<file path="src/rtl/seg_pkg.sv">
// Shared seven-segment constants: active-low glyph table and polarity levels.
// Every segment, decimal-point and anode line in this codebase is active-low.
package seg_pkg;

  localparam logic [6:0] SEG_BLANK = 7'b1111111;
  localparam logic       DP_ON     = 1'b0;
  localparam logic       DP_OFF    = 1'b1;
  localparam logic       AN_OFF    = 1'b1;

  // Indexed by hex nibble; bit 6 is segment a, bit 0 is segment g.
  localparam logic [6:0] HEX_GLYPH [16] = '{
    7'b0000001, 7'b1001111, 7'b0010010, 7'b0000110,
    7'b1001100, 7'b0100100, 7'b0100000, 7'b0001111,
    7'b0000000, 7'b0000100, 7'b0001000, 7'b1100000,
    7'b0110001, 7'b1000010, 7'b0110000, 7'b0111000
  };

endpackage

</file>
<file path="src/rtl/seven_seg_scan_driver_if.sv">
// Host-side bus of the scan driver: frame data and controls in, display pins out.
// load is a single-cycle strobe with no ready: it is always accepted.
interface seven_seg_scan_driver_if #(
  parameter int DIGITS = 4
);
  logic [4*DIGITS-1:0] value;
  logic [DIGITS-1:0]   dp_in;
  logic                load;
  logic                blank_lz;
  logic                enable;
  logic [6:0]          seg;
  logic                dp;
  logic [DIGITS-1:0]   an;
  logic                frame_done;

  modport master (
    output value, dp_in, load, blank_lz, enable,
    input  seg, dp, an, frame_done
  );

  modport slave (
    input  value, dp_in, load, blank_lz, enable,
    output seg, dp, an, frame_done
  );
endinterface

</file>
<file path="src/rtl/seg_hex_lut.sv">
// Combinational hex nibble to active-low seven-segment glyph lookup.
module seg_hex_lut
  import seg_pkg::*;
(
  input  logic [3:0] nibble,
  output logic [6:0] glyph
);

  assign glyph = HEX_GLYPH[nibble];

endmodule

</file>
<file path="src/rtl/seven_seg_scan_driver.sv">
// Time-multiplexed common-anode display scanner with tear-free frame commit,
// leading-zero blanking and an anode-off guard at the start of every digit slot.
module seven_seg_scan_driver
  import seg_pkg::*;
#(
  parameter int DIGITS      = 4,
  parameter int REFRESH_DIV = 50000,
  parameter int GUARD       = 1
) (
  input logic                    clk,
  input logic                    rst_n,
  seven_seg_scan_driver_if.slave bus
);

  localparam int CW = (REFRESH_DIV > 1) ? $clog2(REFRESH_DIV) : 1;
  localparam int DW = (DIGITS > 1) ? $clog2(DIGITS) : 1;
  localparam int VW = 4 * DIGITS;
  localparam logic [CW-1:0]     CNT_LAST = CW'(REFRESH_DIV - 1);
  localparam logic [DW-1:0]     DIG_LAST = DW'(DIGITS - 1);
  localparam logic [DIGITS-1:0] AN_NONE  = {DIGITS{AN_OFF}};

  logic [CW-1:0]     cnt;
  logic [DW-1:0]     d;
  logic [VW-1:0]     pend_val;
  logic [DIGITS-1:0] pend_dp;
  logic [VW-1:0]     shown_val;
  logic [DIGITS-1:0] shown_dp;

  logic [6:0]        seg_q;
  logic              dp_q;
  logic [DIGITS-1:0] an_q;
  logic              frame_done_q;

  logic       slot_end;
  logic       commit;
  logic       in_guard;
  logic       lead_blank;
  logic [3:0] cur_nib;
  logic [6:0] cur_glyph;

  assign slot_end = (cnt == CNT_LAST);
  assign commit   = slot_end && (d == DIG_LAST);
  assign in_guard = (int'(cnt) < GUARD);
  assign cur_nib  = shown_val[{d, 2'b00} +: 4];

  // Digit d is a leading zero when it and every more significant nibble are 0.
  assign lead_blank = bus.blank_lz && (d != '0) &&
                      ((shown_val >> {d, 2'b00}) == '0);

  seg_hex_lut u_lut (
    .nibble (cur_nib),
    .glyph  (cur_glyph)
  );

  always_ff @(posedge clk or negedge rst_n) begin
    if (!rst_n) begin
      cnt          <= '0;
      d            <= '0;
      pend_val     <= '0;
      pend_dp      <= '0;
      shown_val    <= '0;
      shown_dp     <= '0;
      seg_q        <= SEG_BLANK;
      dp_q         <= DP_OFF;
      an_q         <= AN_NONE;
      frame_done_q <= 1'b0;
    end else begin
      if (bus.load) begin
        pend_val <= bus.value;
        pend_dp  <= bus.dp_in;
      end
      if (!bus.enable) begin
        cnt          <= '0;
        d            <= '0;
        seg_q        <= SEG_BLANK;
        dp_q         <= DP_OFF;
        an_q         <= AN_NONE;
        frame_done_q <= 1'b0;
      end else begin
        seg_q        <= lead_blank ? SEG_BLANK : cur_glyph;
        dp_q         <= shown_dp[d] ? DP_ON : DP_OFF;
        an_q         <= in_guard ? AN_NONE : ~(DIGITS'(1) << d);
        frame_done_q <= commit;
        if (slot_end) begin
          cnt <= '0;
          d   <= (d == DIG_LAST) ? '0 : d + 1'b1;
        end else begin
          cnt <= cnt + 1'b1;
        end
        // A load landing on the commit edge bypasses pending so it is not lost a frame.
        if (commit) begin
          shown_val <= bus.load ? bus.value : pend_val;
          shown_dp  <= bus.load ? bus.dp_in : pend_dp;
        end
      end
    end
  end

  assign bus.seg        = seg_q;
  assign bus.dp         = dp_q;
  assign bus.an         = an_q;
  assign bus.frame_done = frame_done_q;

endmodule

</file>
<file path="src/flat_wrapper.sv">
// flat-port wrapper written by rule: the top's interface ports become plain ports
module seven_seg_scan_driver_flat import seg_pkg::*;
#(
  parameter int DIGITS      = 4,
  parameter int REFRESH_DIV = 50000,
  parameter int GUARD       = 1
)
  (clk, rst_n, bus_value, bus_dp_in, bus_load, bus_blank_lz, bus_enable, bus_seg, bus_dp, bus_an, bus_frame_done);
  seven_seg_scan_driver_if #(.DIGITS(DIGITS)) bus_i ();
  input logic clk;
  input logic rst_n;
  input wire logic [$bits(bus_i.value)-1:0] bus_value;
  input wire logic [$bits(bus_i.dp_in)-1:0] bus_dp_in;
  input wire logic [$bits(bus_i.load)-1:0] bus_load;
  input wire logic [$bits(bus_i.blank_lz)-1:0] bus_blank_lz;
  input wire logic [$bits(bus_i.enable)-1:0] bus_enable;
  output wire logic [$bits(bus_i.seg)-1:0] bus_seg;
  output wire logic [$bits(bus_i.dp)-1:0] bus_dp;
  output wire logic [$bits(bus_i.an)-1:0] bus_an;
  output wire logic [$bits(bus_i.frame_done)-1:0] bus_frame_done;
  assign bus_i.value = bus_value;
  assign bus_i.dp_in = bus_dp_in;
  assign bus_i.load = bus_load;
  assign bus_i.blank_lz = bus_blank_lz;
  assign bus_i.enable = bus_enable;
  assign bus_seg = bus_i.seg;
  assign bus_dp = bus_i.dp;
  assign bus_an = bus_i.an;
  assign bus_frame_done = bus_i.frame_done;
  seven_seg_scan_driver #(.DIGITS(DIGITS), .REFRESH_DIV(REFRESH_DIV), .GUARD(GUARD)) u_core (.clk(clk), .rst_n(rst_n), .bus(bus_i));
endmodule
</file>
<file path="config.mk">
export PLATFORM = sky130hd
export DESIGN_NAME = seven_seg_scan_driver_flat
export DESIGN_NICKNAME = d
export VERILOG_FILES = /design/src/rtl/seg_pkg.sv /design/src/rtl/seven_seg_scan_driver_if.sv /design/src/rtl/seg_hex_lut.sv /design/src/rtl/seven_seg_scan_driver.sv /design/src/flat_wrapper.sv
export SDC_FILE = /design/constraint.sdc
export NUM_CORES = 1
export LEC_CHECK = 0
export CORE_ASPECT_RATIO = 1.4
export CORE_UTILIZATION = 55
export CTS_BUF_LIST = sky130_fd_sc_hd__clkbuf_4
export CTS_CLUSTER_DIAMETER = 40
export DETAILED_ROUTE_END_ITERATION = 6
export GPL_TIMING_DRIVEN = 0
export PLACE_DENSITY = 0.79
export SYNTH_ARGS = -nofsm -noshare
export SYNTH_HDL_FRONTEND = slang
export SYNTH_SLANG_ARGS = --single-unit
</file>
<file path="constraint.sdc">
create_clock -name clk -period 2.8 [get_ports clk]
set_clock_uncertainty 0.05 [all_clocks]
set_input_delay 0.56 -clock clk [delete_from_list [all_inputs] [get_ports clk]]
set_output_delay 0.56 -clock clk [all_outputs]
set_load 0.02 [all_outputs]
</file>
==> impl_metrics.json, run 1 <==
{
  "synth.avg_cell_area_um2": 13.2,
  "r2r_end": "u_core.bus.seg[6]$_DFF_PN1_",
  "initialDrtViolationCount": 128,
  "fin_area_mm2": 0.00391,
  "status": "complete, no violations",
  "fp.dieArea_mm2": 0.00640,
  "synthDistinctLibCells": 41,
  "clk_latency_ns": 0.43,
  "synth_area_mm2": 0.00334,
  "die-width_um": 67.9,
  "synthTopCellsByArea": "dfrtp_1 (44%), dfstp_2 (9.4%), mux2_4 (8.5%)",
  "power.density_mw_per_mm2": 456,
  "period_needed_ns": 2.46,
  "finalPower_w": 0.00178,
  "hold_ws_ns": 0.170,
  "tightest_slew_ns": 0.852,
  "wl_per_cell_um": 17.0,
  "grt_usage": 0.231,
  "n_antenna_cell": 0,
  "crit_fanout": 10,
  "nNetsFinal": 336,
  "drcViolationCount": 0,
  "fmax_ghz": 0.407,
  "dpl-instance-area_mm2": 0.00379,
  "area_growth_pct": 16.8,
  "ios": 38,
  "clock_sinks": 71,
  "end_kind": "flop",
  "clock_path_buffers": 2,
  "antenna_found_initial": 0,
  "rsz0062_at_grt": "false",
  "relSlewSlack": 0.432,
  "grt_pass1_vias": 2226,
  "path_class": "flop to flop",
  "setup_violations": 0,
  "r2r_slack_ns": 0.34,
  "fp-row-count": 33,
  "ir_drop_v": 0.000304,
  "post_cts_buffers": 0,
  "yosys-top-cells-count": "dfrtp_1 (59), mux2_2 (22), nor2_1 (22), mux2_4 (19)",
  "dr.pass1.iters": 6,
  "leakagePower_nw": 1.75,
  "yosys_warnings": 0,
  "netlist.top_cell.by_area": "dfrtp_1",
  "grt_pass1_wl_um": 10500,
  "crit_required_ns": 3.11,
  "overflow": 0,
  "die_y_um": 94.2,
  "drtAntennaViolNets": 0,
  "finalSetupTns_ns": 0,
  "gp_congestion": 0.850,
  "cap_violations": 0,
  "place_ws_ns": 0.230,
  "reg2reg_depth": 7,
  "core_mm2": 0.00586,
  "drt-total-wl_um": 6370,
  "numCtsBuffers": 9,
  "final_layout_size_suffix_gt1_frac": 0.282,
  "netlist_instances": 253,
  "finalWorstSetupSlack_ns": 0.341,
  "vias_per_cell": 5.70,
  "cts_root_buf": "clkbuf_4",
  "reg2reg_from": "u_core.d[0]$_DFFE_PN0P_",
  "cts_tree": "yes",
  "period_share": 0.878,
  "hpwl_um": 4500,
  "drv_slew": 0,
  "synth_edf_count": 0,
  "synthesis.nets": 289,
  "cp-start-kind": "flop",
  "htreeDepth": 3,
  "seq_area_frac_synth": 0.536,
  "hp-class": "primary input to async pin",
  "synth_top_area_frac": 0.442,
  "synthArstFlopShare": 1.00,
  "portBuffers": 36,
  "clkSlewWorstSetupHoldPaths_ns": 0.13,
  "hold_viol": 0,
  "synth_most_common_cell": "dfrtp_1",
  "synth-seq-cells": 71,
  "start_util": 0.570,
  "synth_ff_type": "dfrtp_1",
  "cp.arrival_ns": 2.76,
  "grt_max_degree": 72,
  "vias": 2139
}
-- worst max path at each step --
stage | start | end | slack, ns | depth (start not counted)
2_1_floorplan | u_core.d[0]$_DFFE_PN0P_ | u_core.bus.seg[3]$_DFF_PN1_ | 0.59 | 7
3_3_place_gp | rst_n | u_core.cnt[7]$_DFF_PN0_ | -1.16 | 1
5_1_grt | u_core.d[0]$_DFFE_PN0P_ | u_core.bus.seg[6]$_DFF_PN1_ | 0.21 | 7
3_5_place_dp | u_core.d[0]$_DFFE_PN0P_ | u_core.bus.seg[6]$_DFF_PN1_ | 0.23 | 7
6_report | u_core.d[0]$_DFFE_PN0P_ | u_core.bus.seg[6]$_DFF_PN1_ | 0.34 | 7
4_1_cts | u_core.d[0]$_DFFE_PN0P_ | u_core.bus.seg[6]$_DFF_PN1_ | 0.18 | 7
-- registers in the layout, indices dropped and copies added (netlist names) --
| register | count |
|---|---|
| u_core.bus.frame_done | 1 |
| u_core.cnt | 16 |
| u_core.pend_dp | 4 |
| u_core.bus.seg | 7 |
| u_core.pend_val | 16 |
| u_core.bus.an | 4 |
| u_core.bus.dp | 1 |
| u_core.shown_val | 16 |
| u_core.d | 2 |
| u_core.shown_dp | 4 |
-- layout by cell type (no fill, tap or decap), drive strengths merged, types with 5 or more instances in the layout --
cell,count
clkdlybuf4s50,35
mux2,41
mux4,5
clkbuf,15
inv,9
xnor2,7
xor2,6
dfstp,12
dfrtp,59
nand4,7
nand2,12
nor2,22
buf,6
ha,11
nor4,7
nand3,5
-- stage by stage --
step / cells / util
5_1_grt: 375 / 0.666
2_1_floorplan: 253 / -
4_1_cts: 375 / 0.665
6_report: 375 / 0.666
3_5_place_dp: 359 / 0.646
3_3_place_gp: 359 / 0.646
-- per-layer routing --
metal / wire [um] / GRT usage / share of wire / up-vias
met4: 153 / 0.113 / 0.024 / 0
met2: 3400 / 0.384 / 0.53 / 63
met1: 2570 / 0.269 / 0.40 / 1063
li1: - / - / - / 1001
met5: 0 / 0 / 0 / -
met3: 254 / 0.0583 / 0.040 / 12
-- cells by family after synthesis --
family	synth area share
flip-flops	0.536
AND/OR/NAND/NOR	0.112
multiplexers	0.199
AO/OA/AOI/OAI	0.0502
buffers and inverters	0.0270
XOR/XNOR	0.0341
adder cells (fa/ha/maj)	0.0412
-- report_power, final --
part           leakage, nW  switching [W]  total, W  internal (W)
sequential           0.903      0.0000121   0.00108       0.00107
combinational        0.786      0.0000740  0.000151     0.0000765
clock               0.0582       0.000365  0.000552      0.000187
total                 1.75       0.000451   0.00178       0.00133
-- what timing repair did --
action | CTS | global route
hold buffers | 0 | 0
setup endpoints to repair | 0 | 4
resized for setup | 0 | 1
-- area by class of cell --
cell class                      count  area [um2]
Buffer                             10        56.3
Clock buffer                       10        75.1
Clock inverter                      6        37.5
Fill cell                         443        1960
Inverter                            9        33.8
Multi-Input combinational cell    163        1470
Sequential cell                    71        1790
Tap cell                           70        87.6
Timing Repair Buffer               36         358
-- worst max-delay path: stages (launching register included) --
cell,delay (ns)
dfrtp_1,0.40
buf_2,0.28
mux4_2,0.62
inv_1,0.13
ha_1,0.20
o211ai_1,0.12
a22oi_2,0.40
a311o_1,0.19
No activity file was read; power rests on OpenSTA's default activity.
==> run 2: changes to the inputs <==
- GPL_TIMING_DRIVEN: 0 -> unset
==> run 2 against run 1 <==
Against the previous run:
- sequential power about the same
- sequential share of layout area down 0.073 points
- count of clock-buffer cells in the layout down 1
- clock power up 11%
- first-iteration DRC count down 16%
- wire length down 4.2%
- worst setup slack better by 0.090 ns
- power up 3.5%
- maximum frequency up 3.8%
- die area unchanged
- final cell count down 1.3%
- largest cell class unchanged
==> impl_metrics.json, run 2 (same netlist as run 1, synthesis figures left out) <==
{
  "status": "complete, no violations",
  "final_common_cell": "dfrtp_1",
  "cts_root_buf": "clkbuf_4",
  "nNetsFinal": 331,
  "ir_drop_v": 0.000274,
  "htreeDepth": 3,
  "slowest_delay_ns": 0.60,
  "leakagePower_nw": 1.75,
  "crit_fanout": 7,
  "fp-row-count": 33,
  "cts_tree": "yes",
  "final_layout_size_suffix_gt1_frac": 0.280,
  "n_antenna_cell": 0,
  "period_share": 0.846,
  "drcViolationCount": 0,
  "wl_per_cell_um": 16.5,
  "clock_path_buffers": 2,
  "p_sw_frac": 0.269,
  "drv_slew": 0,
  "crit_required_ns": 3.11,
  "grt_pass1_vias": 2193,
  "clkPwrFrac": 0.331,
  "numCtsBuffers": 9,
  "core_mm2": 0.00586,
  "p_int_w": 0.00135,
  "antenna_found_initial": 0,
  "p_switching_w": 0.000497,
  "dr.pass1.iters": 4,
  "grt_usage": 0.219,
  "cts_resized": 0,
  "relSlewSlack": 0.539,
  "path_class": "flop to flop",
  "setup_violations": 0,
  "die_y_um": 94.2,
  "gp_congestion": 0.826,
  "hpwl_um": 4330,
  "initialDrtViolationCount": 108,
  "vias_per_cell": 5.68,
  "overflow": 0,
  "end_kind": "flop",
  "post_cts_buffers": 0,
  "path_cells": "mux4_2 > inv_1 > ha_1 > o211ai_1 > a22oi_1 > o21bai_1",
  "drtAntennaViolNets": 0,
  "cap_violations": 0,
  "tightest_slew_ns": 0.691,
  "finalPower_w": 0.00184,
  "power.density_mw_per_mm2": 472,
  "drt-total-wl_um": 6110,
  "grt_pass1_wl_um": 10100,
  "ios": 38,
  "hold_viol": 0,
  "combPwrFrac": 0.083,
  "mostFrequentLayoutCells": "dfrtp_1 (59), clkdlybuf4s50_1 (36), mux2_2 (22), nor2_1 (22), mux2_4 (19)",
  "rsz0062_at_grt": "false",
  "power_frac_seq": 0.586,
  "fmax_ghz": 0.422,
  "grt_max_degree": 42,
  "cts_hold_buf": 0,
  "fp.dieArea_mm2": 0.00640,
  "clk_latency_ns": 0.42,
  "vias": 2102,
  "start_util": 0.570,
  "cp-start-kind": "flop",
  "area_growth_pct": 17.0,
  "hp-class": "primary input to async pin",
  "period_needed_ns": 2.37,
  "reg_top3": "u_core.cnt (16), u_core.pend_val (16), u_core.shown_val (16)",
  "slowest_stage": "mux4_2",
  "clkSlewWorstSetupHoldPaths_ns": 0.13,
  "portBuffers": 37,
  "finalSetupTns_ns": 0,
  "clock_sinks": 71,
  "cp.arrival_ns": 2.68,
  "die-width_um": 67.9
}
==> run 2: cell count changes in the layout (fill, tap and decap cells not counted) <==
cell,delta
inv_6,+3
clkdlybuf4s50_1,+1
buf_12,+1
a22oi_2,-1
buf_4,+2
a22oi_1,+1
clkinv_2,-3
buf_6,-2
inv_8,+1
clkbuf_4,-1
clkinvlp_4,-2
clkinv_4,+2
buf_2,-2
clkbuf_1,-5
==> run 2: final cells by class <==
cell class	count	area, um2
Clock buffer	9	67.6
Timing Repair Buffer	41	408
Clock inverter	7	62.6
Tap cell	70	87.6
Sequential cell	71	1790
Inverter	9	33.8
Fill cell	411	1950
Multi-Input combinational cell	163	1460
==> run 2: critical path, delay by kind of cell, from the launching register on <==
family | cells | cell delay [ns]
AOI/OAI and AO/OA | 3 | 0.85
muxes | 1 | 0.60
DFF | 1 | 0.45
adders and majority gates | 1 | 0.21
buffers and inverters | 1 | 0.14
==> run 2: power groups by stage <==
| stage | clock network [W] | registers [W] | logic [W] |
|---|---|---|---|
| after floorplan | 0 | 0.00111 | 0.0000629 |
| after global placement | 0 | 0.00110 | 0.000153 |
| after detailed placement | 0 | 0.00110 | 0.000156 |
| after CTS | 0.000639 | 0.00108 | 0.000157 |
| after global routing | 0.000682 | 0.00109 | 0.000169 |
| final | 0.000611 | 0.00108 | 0.000153 |
==> run 2: path summary, 6_finish.rpt <==
kind	startpoint	to	slack [ns]	depth (start not counted)
hold / removal	rst_n	u_core.pend_val[4]$_DFF_PN0_	0.10	1
max in group asynchronous	rst_n	u_core.bus.an[1]$_DFF_PN1_	1.86	2
setup / recovery	u_core.d[0]$_DFFE_PN0P_	u_core.bus.seg[3]$_DFF_PN1_	0.43	6
hold reg to reg	u_core.pend_dp[3]$_DFF_PN0_	u_core.pend_dp[3]$_DFF_PN0_	0.46	1
min in group clk	u_core.pend_dp[3]$_DFF_PN0_	u_core.pend_dp[3]$_DFF_PN0_	0.46	1
setup reg to reg	u_core.d[0]$_DFFE_PN0P_	u_core.bus.seg[3]$_DFF_PN1_	0.43	6
==> run 2: metrics by stage <==
stage	instances	utilization	setup WS, ns	hold slack [ns]	instance area (um2)
floorplan	253	-	0.593	0.214	3340
global placement	354	0.645	0.587	0.431	3780
detailed placement	354	0.645	0.446	0.437	3780
CTS	370	0.667	0.453	0.0989	3910
global route	370	0.667	0.321	0.130	3910
finish	370	0.667	0.431	0.105	3910
==> run 2: routing by layer <==
layer / vias up / GRT usage / share of wire
met2: 39 / 0.370 / 0.53
met5: - / 0 / 0
met1: 1052 / 0.255 / 0.41
li1: 1001 / - / -
met4: 0 / 0.102 / 0.022
met3: 10 / 0.0522 / 0.031
==> run 3: changes to the inputs <==
- clock period: 2.8 -> 2.4 ns (I/O delays scaled with it)
==> run 3 against run 2 <==
Against the previous run:
- power is 25% higher
- die area stayed put
- count of clock-buffer cells in the layout is 1 higher
- sequential power is 17% higher
- global-route usage is 1.6 points higher
==> impl_metrics.json, run 3 (same netlist as run 1, synthesis figures left out) <==
{
  "hp-class": "primary input to async pin",
  "cts_root_buf": "clkbuf_4",
  "cts_tree": "yes",
  "grt_usage": 0.235,
  "crit_required_ns": 2.70,
  "start_util": 0.570,
  "tightest_slew_ns": 0.496,
  "cts_hold_buf": 0,
  "drtAntennaViolNets": 0,
  "hpwl_um": 4410,
  "drcViolationCount": 0,
  "r2r_slack_ns": 0.24,
  "power.density_mw_per_mm2": 579,
  "relSlewSlack": 0.665,
  "area_growth_pct": 19.2,
  "finalSetupTns_ns": 0,
  "portBuffers": 37,
  "grt_max_degree": 72,
  "die-width_um": 67.9,
  "hold_ws_ns": 0.00322,
  "n_antenna_cell": 0,
  "fp.dieArea_mm2": 0.00640,
  "reg_top3": "u_core.cnt (16), u_core.pend_val (16), u_core.shown_val (16)",
  "core_mm2": 0.00586,
  "fp-row-count": 33,
  "cts_resized": 0,
  "finalPower_w": 0.00231,
  "nNetsFinal": 335,
  "post_cts_buffers": 0,
  "period_share": 0.900,
  "dr.pass1.iters": 4,
  "vias": 2169,
  "clock_path_buffers": 2,
  "rsz0062_at_grt": "false",
  "cp-start-kind": "flop",
  "initialDrtViolationCount": 124,
  "end_kind": "flop",
  "clkSlewWorstSetupHoldPaths_ns": 0.13,
  "ios": 38,
  "path_class": "flop to flop",
  "grt_pass1_wl_um": 10800,
  "mostFrequentLayoutCells": "dfrtp_1 (59), clkdlybuf4s50_1 (36), mux2_2 (22), nor2_1 (22), mux2_4 (19)",
  "numCtsBuffers": 9,
  "reg2reg_from": "u_core.d[0]$_DFFE_PN0P_",
  "setup_violations": 0,
  "clock_sinks": 71,
  "overflow": 0,
  "postLayoutCoreUtil": 0.680,
  "htreeDepth": 3,
  "status": "complete, no violations",
  "antenna_found_initial": 0,
  "fmax_ghz": 0.463,
  "drt-total-wl_um": 6380,
  "grt_pass1_vias": 2244,
  "reg2reg_depth": 6,
  "cap_violations": 0,
  "vias_per_cell": 5.80,
  "ir_drop_v": 0.000347,
  "drv_slew": 0,
  "die_y_um": 94.2,
  "clk_latency_ns": 0.42,
  "cp.arrival_ns": 2.46,
  "wl_per_cell_um": 17.1,
  "leakagePower_nw": 1.79,
  "final_layout_size_suffix_gt1_frac": 0.289,
  "gp_congestion": 0.848,
  "hold_viol": 0,
  "period_needed_ns": 2.16,
  "final_common_cell": "dfrtp_1",
  "r2r_end": "u_core.bus.seg[5]$_DFF_PN1_",
  "crit_fanout": 6
}
==> run 3: per-stage QoR <==
| step | instances | area (um2) | setup slack, ns |
|---|---|---|---|
| global route | 374 | 3990 | 0.0867 |
| floorplan | 253 | 3340 | 0.193 |
| detailed placement | 358 | 3820 | 0.278 |
| CTS | 374 | 3990 | 0.236 |
| global placement | 358 | 3820 | 0.357 |
| finish | 374 | 3990 | 0.240 |
==> run 3: layer usage <==
layer  share of wire  GRT usage  up-vias
li1                -          -     1006
met1            0.40      0.286     1085
met2            0.53      0.394       67
met3           0.048     0.0583       11
met4           0.018     0.0833        0
met5               0          0        -
==> run 3: worst max-delay path by stage <==
stage | start | endpoint | slack, ns | cells past startpoint
floorplan | u_core.d[0]$_DFFE_PN0P_ | u_core.bus.seg[3]$_DFF_PN1_ | 0.19 | 7
global placement | u_core.d[0]$_DFFE_PN0P_ | u_core.bus.seg[5]$_DFF_PN1_ | 0.36 | 6
detailed placement | u_core.d[0]$_DFFE_PN0P_ | u_core.bus.seg[5]$_DFF_PN1_ | 0.28 | 6
CTS | u_core.shown_val[12]$_DFFE_PN0P_ | u_core.bus.seg[5]$_DFF_PN1_ | 0.24 | 6
global route | u_core.d[0]$_DFFE_PN0P_ | u_core.bus.seg[5]$_DFF_PN1_ | 0.09 | 6
finish | u_core.d[0]$_DFFE_PN0P_ | u_core.bus.seg[5]$_DFF_PN1_ | 0.24 | 6
==> run 3: final cells by class <==
| type | count | area (um2) |
|---|---|---|
| Sequential cell | 71 | 1790 |
| Clock inverter | 6 | 86.3 |
| Inverter | 9 | 33.8 |
| Timing Repair Buffer | 45 | 450 |
| Multi-Input combinational cell | 163 | 1460 |
| Clock buffer | 10 | 75.1 |
| Tap cell | 70 | 87.6 |
| Fill cell | 430 | 1880 |
==> run 3: critical path, stage by stage, from the launching register on <==
cell and delay [ns]:
dfrtp_1 0.43, mux4_2 0.59, inv_1 0.14, ha_1 0.24
o21ai_0 0.23, a21oi_1 0.08, a311o_1 0.33
==> run 3: report_power, final <==
part / internal, W / total, W / switching [W]
clock network: 0.000432 / 0.000861 / 0.000428
logic: 0.0000979 / 0.000186 / 0.0000880
registers: 0.00125 / 0.00126 / 0.0000144
total: 0.00178 / 0.00231 / 0.000531
